<file path="src/rtl/alu_ctrl_pkg.sv">
// Shared ALU control codes, op-class / funct7 encodings and sequencer state type.
// Used by alu_ctrl_seq and alu_ctrl_decode (RV32M gated by ALU_CTRL_SEQ_M_EXT_EN).
package alu_ctrl_pkg;
  localparam int unsigned CODE_W = 5;
  typedef logic [CODE_W-1:0] code_t;

  localparam code_t ALU_ADD    = 5'd0,  ALU_SLL   = 5'd1,  ALU_SRA  = 5'd2,  ALU_SUB  = 5'd3,
                    ALU_XOR    = 5'd4,  ALU_JAL   = 5'd5,  ALU_LUI  = 5'd6,  ALU_BGE  = 5'd7,
                    ALU_BNE    = 5'd8,  ALU_OR    = 5'd9,  ALU_AND  = 5'd10, ALU_SRL  = 5'd11,
                    ALU_SLT    = 5'd12, ALU_SLTU  = 5'd13, ALU_BEQ  = 5'd14, ALU_BLT  = 5'd15,
                    ALU_BLTU   = 5'd16, ALU_BGEU  = 5'd17, ALU_MUL  = 5'd18, ALU_MULH = 5'd19,
                    ALU_MULHSU = 5'd20, ALU_MULHU = 5'd21, ALU_DIV  = 5'd22, ALU_DIVU = 5'd23,
                    ALU_REM    = 5'd24, ALU_REMU  = 5'd25;

  localparam logic [2:0] OP_RTYPE  = 3'b000, OP_IARITH = 3'b101, OP_LDST = 3'b110,
                         OP_BRANCH = 3'b010, OP_JAL    = 3'b011, OP_LUI  = 3'b001,
                         OP_AUIPC  = 3'b100;

  localparam logic [6:0] F7_BASE = 7'b0000000, F7_ALT = 7'b0100000, F7_MEXT = 7'b0000001;

  typedef enum logic [1:0] {S_IDLE, S_RESP, S_WAIT} state_t;
endpackage

</file>
<file path="src/rtl/alu_ctrl_seq_if.sv">
// Decode-to-execute handshake bundle of alu_ctrl_seq; slave = sequencer, master = issue side.
interface alu_ctrl_seq_if #(
  parameter int unsigned ALU_CTRL_W = 5
) ();
  logic                  flush_i;
  logic                  in_valid_i;
  logic                  in_ready_o;
  logic [2:0]            alu_op_i;
  logic [2:0]            funct_3_i;
  logic [6:0]            funct_7_i;
  logic                  out_valid_o;
  logic                  out_ready_i;
  logic [ALU_CTRL_W-1:0] alu_ctrl_o;
  logic                  illegal_o;
  logic                  multicycle_o;
  logic                  mc_start_o;
  logic                  busy_o;

  modport slave (
    input  flush_i, in_valid_i, alu_op_i, funct_3_i, funct_7_i, out_ready_i,
    output in_ready_o, out_valid_o, alu_ctrl_o, illegal_o, multicycle_o, mc_start_o, busy_o
  );

  modport master (
    output flush_i, in_valid_i, alu_op_i, funct_3_i, funct_7_i, out_ready_i,
    input  in_ready_o, out_valid_o, alu_ctrl_o, illegal_o, multicycle_o, mc_start_o, busy_o
  );
endinterface

</file>
<file path="src/rtl/alu_ctrl_decode.sv">
// Combinational alu_op/funct3/funct7 -> ALU control decode.
// RV32M rows exist only with ALU_CTRL_SEQ_M_EXT_EN; otherwise funct7 0000001 is illegal.
module alu_ctrl_decode
  import alu_ctrl_pkg::*;
#(
  parameter int unsigned ALU_CTRL_W = 5
) (
  input  logic [2:0]            alu_op_i,
  input  logic [2:0]            funct_3_i,
  input  logic [6:0]            funct_7_i,
  output logic [ALU_CTRL_W-1:0] alu_ctrl_o,
  output logic                  illegal_o,
  output logic                  is_mul_o,
  output logic                  is_div_o
);
  code_t code;

  always_comb begin
    code      = ALU_ADD;
    illegal_o = 1'b0;
    is_mul_o  = 1'b0;
    is_div_o  = 1'b0;
    case (alu_op_i)
      OP_RTYPE: begin
        if (funct_7_i == F7_BASE) begin
          case (funct_3_i)
            3'b000:  code = ALU_ADD;
            3'b001:  code = ALU_SLL;
            3'b010:  code = ALU_SLT;
            3'b011:  code = ALU_SLTU;
            3'b100:  code = ALU_XOR;
            3'b101:  code = ALU_SRL;
            3'b110:  code = ALU_OR;
            default: code = ALU_AND;
          endcase
        end else if (funct_7_i == F7_ALT) begin
          case (funct_3_i)
            3'b000:  code = ALU_SUB;
            3'b101:  code = ALU_SRA;
            default: illegal_o = 1'b1;
          endcase
`ifdef ALU_CTRL_SEQ_M_EXT_EN
        end else if (funct_7_i == F7_MEXT) begin
          // mul..remu are consecutive codes in funct3 order
          code     = ALU_MUL + code_t'(funct_3_i);
          is_mul_o = !funct_3_i[2];
          is_div_o = funct_3_i[2];
`endif
        end else begin
          illegal_o = 1'b1;
        end
      end
      OP_IARITH: begin
        case (funct_3_i)
          3'b000:  code = ALU_ADD;
          3'b010:  code = ALU_SLT;
          3'b011:  code = ALU_SLTU;
          3'b100:  code = ALU_XOR;
          3'b110:  code = ALU_OR;
          3'b111:  code = ALU_AND;
          3'b001:  if (funct_7_i == F7_BASE) code = ALU_SLL; else illegal_o = 1'b1;
          default: begin
            if (funct_7_i == F7_BASE)     code = ALU_SRL;
            else if (funct_7_i == F7_ALT) code = ALU_SRA;
            else                          illegal_o = 1'b1;
          end
        endcase
      end
      OP_LDST, OP_AUIPC: code = ALU_ADD;
      OP_BRANCH: begin
        case (funct_3_i)
          3'b000:  code = ALU_BEQ;
          3'b001:  code = ALU_BNE;
          3'b100:  code = ALU_BLT;
          3'b101:  code = ALU_BGE;
          3'b110:  code = ALU_BLTU;
          3'b111:  code = ALU_BGEU;
          default: illegal_o = 1'b1;
        endcase
      end
      OP_JAL:  code = ALU_JAL;
      OP_LUI:  code = ALU_LUI;
      default: illegal_o = 1'b1;
    endcase
  end

  assign alu_ctrl_o = illegal_o ? '0 : ALU_CTRL_W'(code);
endmodule

</file>
<file path="src/rtl/alu_ctrl_seq.sv">
// Registered, handshaked ALU control with fixed-latency mul/div sequencing.
// Multi-cycle support (counter, mc_start/busy/multicycle) only with ALU_CTRL_SEQ_M_EXT_EN.
module alu_ctrl_seq
  import alu_ctrl_pkg::*;
#(
  parameter int unsigned XLEN       = 32,
  parameter int unsigned ALU_CTRL_W = 5,
  parameter int unsigned MUL_LAT    = 3,
  parameter int unsigned DIV_LAT    = XLEN + 1
) (
  input  logic           clk_i,
  input  logic           rst_n_i,
  alu_ctrl_seq_if.slave  bus
);
  if (MUL_LAT < 2 || DIV_LAT < 2) begin : g_lat_check
    $error("alu_ctrl_seq: MUL_LAT and DIV_LAT must both be >= 2");
  end

  state_t                state_q, state_d;
  logic                  out_valid_q, out_valid_d;
  logic                  illegal_q, illegal_d;
  logic [ALU_CTRL_W-1:0] alu_ctrl_q, alu_ctrl_d;
  logic [ALU_CTRL_W-1:0] dec_ctrl;
  logic                  dec_ill, dec_mul, dec_div;
  logic                  in_ready, accept, mc_go, cnt_done;

  alu_ctrl_decode #(.ALU_CTRL_W(ALU_CTRL_W)) u_decode (
    .alu_op_i   (bus.alu_op_i),
    .funct_3_i  (bus.funct_3_i),
    .funct_7_i  (bus.funct_7_i),
    .alu_ctrl_o (dec_ctrl),
    .illegal_o  (dec_ill),
    .is_mul_o   (dec_mul),
    .is_div_o   (dec_div)
  );

  assign in_ready = !bus.flush_i &&
                    (state_q == S_IDLE || (state_q == S_RESP && bus.out_ready_i));
  assign accept   = bus.in_valid_i && in_ready;
  assign mc_go    = dec_mul | dec_div;

  always_comb begin
    state_d     = state_q;
    out_valid_d = out_valid_q;
    alu_ctrl_d  = alu_ctrl_q;
    illegal_d   = illegal_q;
    if (bus.flush_i) begin
      state_d     = S_IDLE;
      out_valid_d = 1'b0;
    end else if (accept) begin
      alu_ctrl_d  = dec_ctrl;
      illegal_d   = dec_ill;
      state_d     = mc_go ? S_WAIT : S_RESP;
      out_valid_d = !mc_go;
    end else begin
      case (state_q)
        S_RESP: if (bus.out_ready_i) begin
          state_d     = S_IDLE;
          out_valid_d = 1'b0;
        end
        S_WAIT: if (cnt_done) begin
          state_d     = S_RESP;
          out_valid_d = 1'b1;
        end
        default: ;
      endcase
    end
  end

  always_ff @(posedge clk_i or negedge rst_n_i) begin
    if (!rst_n_i) begin
      state_q     <= S_IDLE;
      out_valid_q <= 1'b0;
      alu_ctrl_q  <= '0;
      illegal_q   <= 1'b0;
    end else begin
      state_q     <= state_d;
      out_valid_q <= out_valid_d;
      alu_ctrl_q  <= alu_ctrl_d;
      illegal_q   <= illegal_d;
    end
  end

`ifdef ALU_CTRL_SEQ_M_EXT_EN
  localparam int unsigned MAX_LAT = (MUL_LAT > DIV_LAT) ? MUL_LAT : DIV_LAT;
  localparam int unsigned CNT_W   = $clog2(MAX_LAT + 1);

  logic [CNT_W-1:0] cnt_q, cnt_d;
  logic             mc_start_q, mc_start_d;
  logic             busy_q, busy_d;
  logic             multicycle_q, multicycle_d;

  // Counter loads LAT-1 so the result lands exactly LAT cycles after acceptance.
  always_comb begin
    cnt_d        = cnt_q;
    mc_start_d   = 1'b0;
    busy_d       = busy_q;
    multicycle_d = multicycle_q;
    if (bus.flush_i) begin
      cnt_d        = '0;
      busy_d       = 1'b0;
      multicycle_d = 1'b0;
    end else if (accept) begin
      multicycle_d = 1'b0;
      if (mc_go) begin
        cnt_d      = dec_div ? CNT_W'(DIV_LAT - 1) : CNT_W'(MUL_LAT - 1);
        mc_start_d = 1'b1;
        busy_d     = 1'b1;
      end
    end else if (state_q == S_WAIT) begin
      cnt_d = cnt_q - CNT_W'(1);
      if (cnt_done) begin
        busy_d       = 1'b0;
        multicycle_d = 1'b1;
      end
    end else if (state_q == S_RESP && bus.out_ready_i) begin
      multicycle_d = 1'b0;
    end
  end

  always_ff @(posedge clk_i or negedge rst_n_i) begin
    if (!rst_n_i) begin
      cnt_q        <= '0;
      mc_start_q   <= 1'b0;
      busy_q       <= 1'b0;
      multicycle_q <= 1'b0;
    end else begin
      cnt_q        <= cnt_d;
      mc_start_q   <= mc_start_d;
      busy_q       <= busy_d;
      multicycle_q <= multicycle_d;
    end
  end

  assign cnt_done         = (cnt_q == CNT_W'(1));
  assign bus.mc_start_o   = mc_start_q;
  assign bus.busy_o       = busy_q;
  assign bus.multicycle_o = multicycle_q;
`else
  assign cnt_done         = 1'b0;
  assign bus.mc_start_o   = 1'b0;
  assign bus.busy_o       = 1'b0;
  assign bus.multicycle_o = 1'b0;
`endif

  assign bus.in_ready_o  = in_ready;
  assign bus.out_valid_o = out_valid_q;
  assign bus.alu_ctrl_o  = alu_ctrl_q;
  assign bus.illegal_o   = illegal_q;
endmodule

</file>
<file path="src/flat_wrapper.sv">
// flat-port wrapper written by rule: the top's interface ports become plain ports
module alu_ctrl_seq_flat import alu_ctrl_pkg::*;
#(
  parameter int unsigned XLEN       = 32,
  parameter int unsigned ALU_CTRL_W = 5,
  parameter int unsigned MUL_LAT    = 3,
  parameter int unsigned DIV_LAT    = XLEN + 1
)
  (clk_i, rst_n_i, bus_flush_i, bus_in_valid_i, bus_alu_op_i, bus_funct_3_i, bus_funct_7_i, bus_out_ready_i, bus_in_ready_o, bus_out_valid_o, bus_alu_ctrl_o, bus_illegal_o, bus_multicycle_o, bus_mc_start_o, bus_busy_o);
  alu_ctrl_seq_if #(.ALU_CTRL_W(ALU_CTRL_W)) bus_i ();
  input  logic clk_i;
  input  logic rst_n_i;
  input wire logic [$bits(bus_i.flush_i)-1:0] bus_flush_i;
  input wire logic [$bits(bus_i.in_valid_i)-1:0] bus_in_valid_i;
  input wire logic [$bits(bus_i.alu_op_i)-1:0] bus_alu_op_i;
  input wire logic [$bits(bus_i.funct_3_i)-1:0] bus_funct_3_i;
  input wire logic [$bits(bus_i.funct_7_i)-1:0] bus_funct_7_i;
  input wire logic [$bits(bus_i.out_ready_i)-1:0] bus_out_ready_i;
  output wire logic [$bits(bus_i.in_ready_o)-1:0] bus_in_ready_o;
  output wire logic [$bits(bus_i.out_valid_o)-1:0] bus_out_valid_o;
  output wire logic [$bits(bus_i.alu_ctrl_o)-1:0] bus_alu_ctrl_o;
  output wire logic [$bits(bus_i.illegal_o)-1:0] bus_illegal_o;
  output wire logic [$bits(bus_i.multicycle_o)-1:0] bus_multicycle_o;
  output wire logic [$bits(bus_i.mc_start_o)-1:0] bus_mc_start_o;
  output wire logic [$bits(bus_i.busy_o)-1:0] bus_busy_o;
  assign bus_i.flush_i = bus_flush_i;
  assign bus_i.in_valid_i = bus_in_valid_i;
  assign bus_i.alu_op_i = bus_alu_op_i;
  assign bus_i.funct_3_i = bus_funct_3_i;
  assign bus_i.funct_7_i = bus_funct_7_i;
  assign bus_i.out_ready_i = bus_out_ready_i;
  assign bus_in_ready_o = bus_i.in_ready_o;
  assign bus_out_valid_o = bus_i.out_valid_o;
  assign bus_alu_ctrl_o = bus_i.alu_ctrl_o;
  assign bus_illegal_o = bus_i.illegal_o;
  assign bus_multicycle_o = bus_i.multicycle_o;
  assign bus_mc_start_o = bus_i.mc_start_o;
  assign bus_busy_o = bus_i.busy_o;
  alu_ctrl_seq #(.XLEN(XLEN), .ALU_CTRL_W(ALU_CTRL_W), .MUL_LAT(MUL_LAT), .DIV_LAT(DIV_LAT)) u_core (.clk_i(clk_i), .rst_n_i(rst_n_i), .bus(bus_i));
endmodule
</file>
<file path="config.mk">
export PLATFORM = sky130hd
export DESIGN_NAME = alu_ctrl_seq_flat
export DESIGN_NICKNAME = d
export VERILOG_FILES = /design/src/rtl/alu_ctrl_pkg.sv /design/src/rtl/alu_ctrl_seq_if.sv /design/src/rtl/alu_ctrl_decode.sv /design/src/rtl/alu_ctrl_seq.sv /design/src/flat_wrapper.sv
export SDC_FILE = /design/constraint.sdc
export NUM_CORES = 1
export LEC_CHECK = 0
export ABC_CLOCK_PERIOD_IN_PS = 2000
export BUFFER_PORTS_ARGS = -buffer_cell sky130_fd_sc_hd__buf_2
export CORE_MARGIN = 2
export CORE_UTILIZATION = 39
export CTS_CLUSTER_SIZE = 14
export DETAILED_ROUTE_END_ITERATION = 6
export MAX_ROUTING_LAYER = met4
export PLACE_DENSITY_LB_ADDON = 0.3
export RECOVER_POWER = 50
export SLEW_MARGIN = 5
export SYNTH_ARGS = -nofsm -noshare
export SYNTH_HDL_FRONTEND = slang
export SYNTH_SLANG_ARGS = --single-unit
</file>
<file path="constraint.sdc">
create_clock -name clk_i -period 2 [get_ports clk_i]
set_input_delay 0.4 -clock clk_i [delete_from_list [all_inputs] [get_ports clk_i]]
set_output_delay 0.4 -clock clk_i [all_outputs]
set_load 0.02 [all_outputs]
</file>
### Word-level counts from Yosys, hierarchy flattened

Index checks and enable logic that the tools add are counted.

* magnitude comparators: 0
* bitwise gates (word level): 1
* $mul: 0
* shift operators: 0
* equality and inequality tests: 15
* add/subtract/negate cells: 0
* reduce and logical (&&, ||, !) cells: 17
* div/mod/pow operators: 0
* mux-type cells: 28

Operator list (count)
* one-hot mux 4 bit (7 select lines): 2
* one-hot mux 5 bit (6 select lines): 1
* one-hot mux 5 bit (5 select lines): 1
* == test 3 bit (second input constant): 7
* == test 3 x 2 -> 1 bit (second input constant): 4
* two-way mux 1 bit: 12
* two-way mux 2 bit: 6
* OR reduction 6 bit: 2
* two-way mux 5 bit: 2
* == test 7 x 6 -> 1 bit (second input constant): 1
* logical NOT 7 bit: 1
* == test 3 x 1 -> 1 bit (second input constant): 2
* logical NOT 3 bit: 2
* nonzero test 3 bit: 2
* two-way mux 4 bit: 1
* one-hot mux 1 bit (4 select lines): 1
* one-hot mux 2 bit (2 select lines): 1
* AND reduction 2 bit: 2
* OR reduction 4 bit: 1
* logical AND 1 bit: 3
* == test 2 x 1 -> 1 bit (second input constant): 1
* logical NOT 2 bit: 1
* one-hot mux 1 bit (2 select lines): 1
* OR reduction 2 bit: 1
* 3 further kinds: 3

* logic and storage cells: 65
* memories: 0
* input bits: 18
* output and inout bits: 11
* bits in writable memories: 0
* register bits after elaboration: 9
* ROM bits: 0
* bits in latches: 0

### Logic depth before layout (Yosys ltp)

Gate-level depths: netlist (run 1).

* word-level depth: 7
* mapped depth: 6
* mapped depth without buffers: 6

### Cells and area by module

Synthesis (run 1) repeated with hierarchy kept, for this count alone.

* cells, all modules: 93
* area, all modules: 792.0 um2

Modules (own cells, without submodules)
* alu_ctrl_decode: instances 1, sequential area each 0.0 um2, area an instance 415.4 um2, cells each 65
* alu_ctrl_seq: instances 1, sequential area each 200.2 um2, area an instance 376.6 um2, cells each 28

### Least setup slack after synthesis (run 1)

Ideal clock, no wire load.

* path type: register -> register
* start point: register u_core.state_q[0]
* end point: register u_core.alu_ctrl_q[0], in the netlist u_core.bus.alu_ctrl_o[0]
* cell stages (with the launch flop): 7
* library setup time: 66 ps
* arrival time: 1751 ps
* data required time: 1934 ps
* path buffers: 1
* slack: 183 ps
* period minus slack after synthesis: 1817 ps
* cells stage by stage: dfrtp_1 -> nor2b_4 -> or3b_1 -> buf_2 -> a221o_1 -> nor3_2 -> a22o_1

* word-level cells in the longest chain between the ends: 6
* elaborated cells between the ends (all ways): 7
* those cells by class: eq/ne (1); reduce/logical (6)

RTL lines
* start: declaration: RTL line alu_ctrl_seq.sv:19 `state_t state_q, state_d;`
* start signal: assignment: RTL line alu_ctrl_seq.sv:77 `state_q <= state_d;`
* == test 2 x 1 -> 1 bit: RTL line alu_ctrl_seq.sv:38 `(state_q == S_IDLE || (state_q == S_RESP && bus.out_ready_i));`
* logical AND 1 bit: RTL line alu_ctrl_seq.sv:38
* logical OR 1 bit (*): RTL line alu_ctrl_seq.sv:38
* logical AND 1 bit (*): RTL line alu_ctrl_seq.sv:37 `assign in_ready = !bus.flush_i &&`
* logical AND 1 bit (*): RTL line alu_ctrl_seq.sv:39 `assign accept = bus.in_valid_i && in_ready;`
* AND reduction 2 bit (no line) (*)
* end signal: assignment: RTL line alu_ctrl_seq.sv:79 `alu_ctrl_q <= alu_ctrl_d;`
* end: declaration: RTL line alu_ctrl_seq.sv:22 `logic [ALU_CTRL_W-1:0] alu_ctrl_q, alu_ctrl_d;`

Every way passes the cells marked *; elsewhere a longest branch is shown, timed or not.
A chain may end at the register's enable or synchronous reset.

### Worst setup path after layout (run 1)

Ends and elaborated chain as after synthesis.

==> results of run 1 <==
[metal layers]
metal / GRT usage (%) / wire length (microns) / vias to the layer above
met2: 27.5 / 803 / 25
met1: 26.7 / 794 / 332
met5: - / 0 / -
li1: - / - / 369
met4: 10.9 / 42 / 0
met3: 4.31 / 83 / 6
[cell families (layout without fill, tap and decap cells)]
kind of cell | count (synthesis) | in the layout | synth area share (%)
AND/OR/NAND/NOR | 34 | 34 | 27.8
AO/OA/AOI/OAI | 28 | 28 | 33.1
buffers and inverters | 12 | 40 | 8.86
flip-flops | 7 | 7 | 25.3
XOR/XNOR | 2 | 2 | 2.53
adder cells (fa/ha/maj) | 1 | 1 | 1.81
other | 1 | 3 | 0.542
[area by class of cell]
| cell class | instances | share of cell area [%] |
|---|---|---|
| Multi-Input combinational cell | 68 | 52.4 |
| Timing Repair Buffer | 32 | 20.2 |
| Tap cell | 17 | 2.45 |
| Sequential cell | 7 | 20.2 |
| Inverter | 4 | 1.73 |
| Clock buffer | 4 | 3.03 |
[power breakdown]
group / switching [mW] / internal, mW / leakage, nW
sequential: 0.00559 / 0.153 / 0.0924
combinational: 0.0903 / 0.0611 / 0.316
clock: 0.0535 / 0.0762 / 0.0150
total: 0.149 / 0.291 / 0.423
[state kept, by name (all words and copies together), names as in the netlist]
register               flops
u_core.bus.illegal_o       1
u_core.state_q             1
u_core.bus.alu_ctrl_o      5
[worst reg2reg max path: cells and delay by family, from the launching register on]
kind	cells	cell delay, ps
AO/OA/AOI/OAI	2	510
AND/OR/NAND/NOR	3	820
flip-flops	1	360
[worst paths after layout]
check | startpoint | endpoint | slack, ps | cells past startpoint
max | u_core.state_q[0] | u_core.bus.alu_ctrl_o[0] | 240 | 5
min reg2reg | u_core.bus.alu_ctrl_o[4] | u_core.bus.alu_ctrl_o[4] | 500 | 2
max in group asynchronous | rst_n_i | u_core.bus.illegal_o | 1160 | 2
min | bus_flush_i | u_core.state_q[0] | 320 | 2
min in group asynchronous | rst_n_i | u_core.bus.alu_ctrl_o[0] | 570 | 2
max reg2reg | u_core.state_q[0] | u_core.bus.alu_ctrl_o[0] | 240 | 5
[cells in the mapped netlist, drive strengths merged, types with 2 or more instances]
cell type / number / area share, %
nor3: 2 / 2.2
o21ai: 2 / 1.4
clkbuf: 3 / 1.6
buf: 5 / 5.1
a31oi: 2 / 2.7
nand2b: 4 / 3.6
nor2: 9 / 4.9
inv: 4 / 2.2
a22o: 5 / 6.3
xor2: 2 / 2.5
a21o: 2 / 2.2
nand2: 8 / 4.3
a21oi: 6 / 4.3
nand3: 2 / 1.4
dfrtp: 7 / 25
[per-stage QoR]
stage               utilization, %  setup WS (ps)  hold slack, ps  power, mW
floorplan                        -            183             104      0.261
global placement              50.0           78.0             237      0.312
detailed placement            50.0           40.5             236      0.314
CTS                           52.1            251             322      0.447
global route                  51.4            121             315      0.473
finish                        51.4            236             324      0.440
[what timing repair did]
action,in CTS,in global routing
endpoints found under the hold margin,7,0
hold buffers,1,0
resized for setup,0,0
==> results_dict.tcl, run 1 <==
set metrics [dict create \
    min_path_type "input port to flop" \
    cts.sinks 7 \
    drt_iter0_drc 23 \
    fin_area_sq_um 868 \
    grt_max_degree 13 \
    setup_viol 0 \
    p_per_area_nw_per_um2 507 \
    grt_remaining_overflow 0 \
    ctsRootBufferMaster "clkbuf_4" \
    cp_num_buf_inv 0 \
    path_delay_family "simple AND/OR/NAND/NOR gates" \
    place_area_sq_um 845 \
    ios 29 \
    drcViolationCount 0 \
    critPathLaunchType "flop" \
    final_common_cell "buf_2" \
    rsz0062_at_grt "no" \
    path_clk_slew_ps 50 \
    fp.dieH_microns 46.1 \
    status "completed" \
    postSynthAreaPerCell_sq_um 8.14 \
    dieWidth_microns 46.1 \
    final.setup.tns_ps 0 \
    yosysSeqAreaShare_pct 25.3 \
    place_hpwl_microns 1340 \
    cts_setup_buffers 0 \
    gp_congestion 0.857 \
    hold_violations 0 \
    final_max_slew_viol_count 0 \
    cts_buffers 3 \
    yosysWarningCount 0 \
    drive_gt1_share_pct 32.2 \
    synth_edf_count 0 \
    synth_seq_cells 7 \
    power_leakage_nw 0.423 \
    antenna_found_initial 0 \
    ff_latch_area_sq_um 175 \
    critPathSlowestCell "or3b_1" \
    vdd_drop_max_v 0.000480 \
    areaGrowthSynthToFinish_pct 25.5 \
    dp.cells 127 \
    instances_no_fill 132 \
    grt_pass1_vias 650 \
    ys_types 42 \
    num_rows 15 \
    vias 732 \
    worst_ep_arrival_time_ps 1960 \
    firstDrtPassIters 4 \
    max_freq_mhz 567 \
    ys.flop_type "dfrtp_1" \
    final_nets 135 \
    multi_input_area_sq_um 455 \
    avgRoutedWirePerCell_microns 13.1 \
    final_cell_mix "buf_2 (21), nor2_1 (9), nand2_1 (8)" \
    antenna_cells 0 \
    grt_use_total_pct 19.9 \
    drtAntennaViolNets 0 \
    worstSetupEndpointType "flop" \
    critPathKind "flop to flop" \
    fin_crit_ps 1760 \
    port_buffers 25 \
    path_max_fanout 3 \
    async_reset_ff_share_pct 100 \
    cts_tree "built" \
    fin_worst_skew_ps 0.576 \
    crit_chain "nor2b_1 > or3b_1 > a221o_1 > nor3_2 > a22o_1" \
    netlist_instances 85 \
    core-area_sq_um 1690 \
    syn-cell-area_sq_um 692 \
    maxCapViolations 0 \
    dieArea_sq_um 2130 \
    required_ps 2190 \
    cts_max_path_buffers 2 \
    wl_microns 1720 \
    htreeDepth 1 \
    clock_latency_ps 260 \
    cpPeakStageDelay_ps 390 \
    grt_pass1_wl_microns 2900 \
    nFillCells 169 \
    avgViaCountPerCell 5.55 \
    start_util_pct 41.0 \
    period_share_pct 88.2 \
]
No activity file was read; power rests on OpenSTA's default activity.
==> run 2, diff against run 1 <==
--- a/config.mk
+++ b/config.mk
@@ -5,7 +5,7 @@
 export SDC_FILE = /design/constraint.sdc
 export NUM_CORES = 1
 export LEC_CHECK = 0
-export ABC_CLOCK_PERIOD_IN_PS = 2000
+export ABC_CLOCK_PERIOD_IN_PS = 1500
 export BUFFER_PORTS_ARGS = -buffer_cell sky130_fd_sc_hd__buf_2
 export CORE_MARGIN = 2
 export CORE_UTILIZATION = 39
==> constraint.sdc (replaced) <==
create_clock -name clk_i -period 1.5 [get_ports clk_i]
set_input_delay 0.3 -clock clk_i [delete_from_list [all_inputs] [get_ports clk_i]]
set_output_delay 0.3 -clock clk_i [all_outputs]
set_load 0.02 [all_outputs]
==> results_dict.tcl, run 2 (synthesized netlist as in run 1, its figures left out) <==
set metrics [dict create \
    grt_pass1_wl_microns 3240 \
    hold_violations 0 \
    crit_chain "nor2b_4 > or3b_4 > a221o_1 > a211oi_2 > a22o_1" \
    fin_area_sq_um 1020 \
    rsz0062_at_grt "yes" \
    worst_ep_arrival_time_ps 1860 \
    dieArea_sq_um 2130 \
    critPathSlowestCell "dfrtp_2" \
    pwr-share-clk_pct 27.3 \
    grt_max_degree 13 \
    layout_setup_ws_ps -169 \
    areaGrowthSynthToFinish_pct 48.1 \
    largest_register_ffs 5 \
    fin_worst_skew_ps 3.91 \
    htreeDepth 1 \
    violations "setup timing" \
    setup_viol 6 \
    critPathKind "flop to flop" \
    cpPeakStageDelay_ps 400 \
    cts_buffers 3 \
    power_frac_seq_pct 33.4 \
    grt_use_total_pct 22.4 \
    antenna_cells 0 \
    worstSetupEndpointType "flop" \
    start_util_pct 41.0 \
    final_nets 152 \
    p_total_mw 0.638 \
    internal_power_mw 0.424 \
    comb_power_share_pct 39.3 \
    vdd_drop_max_v 0.000499 \
    clock_latency_ps 260 \
    place_area_sq_um 973 \
    dp.cells 144 \
    power.switching_mw 0.214 \
    max_freq_mhz 599 \
    final_max_slew_viol_count 0 \
    power_leakage_nw 0.525 \
    cts_max_path_buffers 2 \
    nFillCells 160 \
    p_per_area_nw_per_um2 623 \
    ctsRootBufferMaster "clkbuf_4" \
    required_ps 1690 \
    path_max_fanout 3 \
    core-area_sq_um 1690 \
    firstDrtPassIters 4 \
    drt_iter0_drc 13 \
    vias 805 \
    multi_input_area_sq_um 473 \
    instances_no_fill 149 \
    drive_gt1_share_pct 46.2 \
    path_clk_slew_ps 50 \
    drcViolationCount 0 \
    maxCapViolations 0 \
    cts.sinks 7 \
    switching_share_pct 33.6 \
    dieWidth_microns 46.1 \
    antenna_found_initial 0 \
    gp_congestion 0.837 \
    port_buffers 25 \
    ios 29 \
    place_hpwl_microns 1570 \
    rrSetupSlack_ps -170 \
    grt_remaining_overflow 0 \
    critPathLaunchType "flop" \
    path_delay_family "compound AO/OA/AOI/OAI gates" \
    wl_microns 1970 \
    avgViaCountPerCell 5.40 \
    final_cell_mix "buf_2 (23), buf_4 (23), nor2_1 (8), nand2_1 (8)" \
    fin_crit_ps 1670 \
    cts_tree "built" \
    cp_num_buf_inv 0 \
    drtAntennaViolNets 0 \
    status "complete, but fails checks" \
    fp.dieH_microns 46.1 \
    ff_latch_area_sq_um 176 \
    num_rows 15 \
    avgRoutedWirePerCell_microns 13.2 \
    min_path_type "input port to flop" \
    grt_pass1_vias 738 \
    period_share_pct 111 \
    fin_hold_ws_ps 310 \
]
## run 2: worst paths after layout
path	start	cells after the start	to
setup / recovery	u_core.state_q[0]	5	u_core.bus.alu_ctrl_o[3]
hold / removal	bus_in_valid_i	3	u_core.state_q[0]
setup reg to reg	u_core.state_q[0]	5	u_core.bus.alu_ctrl_o[3]
hold reg to reg	u_core.bus.alu_ctrl_o[4]	2	u_core.bus.alu_ctrl_o[4]
max in group asynchronous	rst_n_i	2	u_core.state_q[0]
min in group asynchronous	rst_n_i	2	u_core.bus.alu_ctrl_o[1]
## run 2: area by class of cell
| class | instances | area share (%) |
|---|---|---|
| multi-input cells | 68 | 46.2 |
| repair buffers | 49 | 30.5 |
| flip-flops and latches | 7 | 17.2 |
| clock buffers | 4 | 2.56 |
| well taps | 17 | 2.08 |
| inverters | 4 | 1.47 |
## run 2: worst register-to-register path, stage by stage (launching register included)
cell and delay (ps):
dfrtp_2 400, nor2b_4 130, or3b_4 370, a221o_1 330, a211oi_2 210, a22o_1 170
## run 2: stage by stage
step	utilization, %	setup slack [ps]	TNS [ps]
detailed placement	57.6	-296	-1660
CTS	60.5	-164	-889
global placement	57.6	-269	-1460
finish	60.7	-169	-901
global route	60.7	-238	-1320
floorplan	-	-240	-1370
## run 2: repair_timing
action                                  in CTS  in global routing
hold endpoints to repair                     7                  0
gates resized for setup                      2                  3
setup buffers                                1                  0
pin swaps                                    3                  2
hold buffers                                 1                  0
endpoints found under the setup margin       6                  7
## run 2: metal layers
layer	vias to the layer above	track usage [%]	wire, microns
li1	403	-	-
met1	371	27.7	880
met2	28	37.2	982
met3	3	1.18	75
met4	0	10.3	30
met5	-	-	0
## run 2: power groups by stage
| stage | Clock, mW | Combinational [mW] | Sequential, mW |
|---|---|---|---|
| after CTS | 0.184 | 0.247 | 0.213 |
| after global routing | 0.187 | 0.274 | 0.215 |
| after global placement | 0 | 0.235 | 0.215 |
| after detailed placement | 0 | 0.240 | 0.216 |
| after floorplan | 0 | 0.113 | 0.235 |
| final | 0.175 | 0.251 | 0.213 |
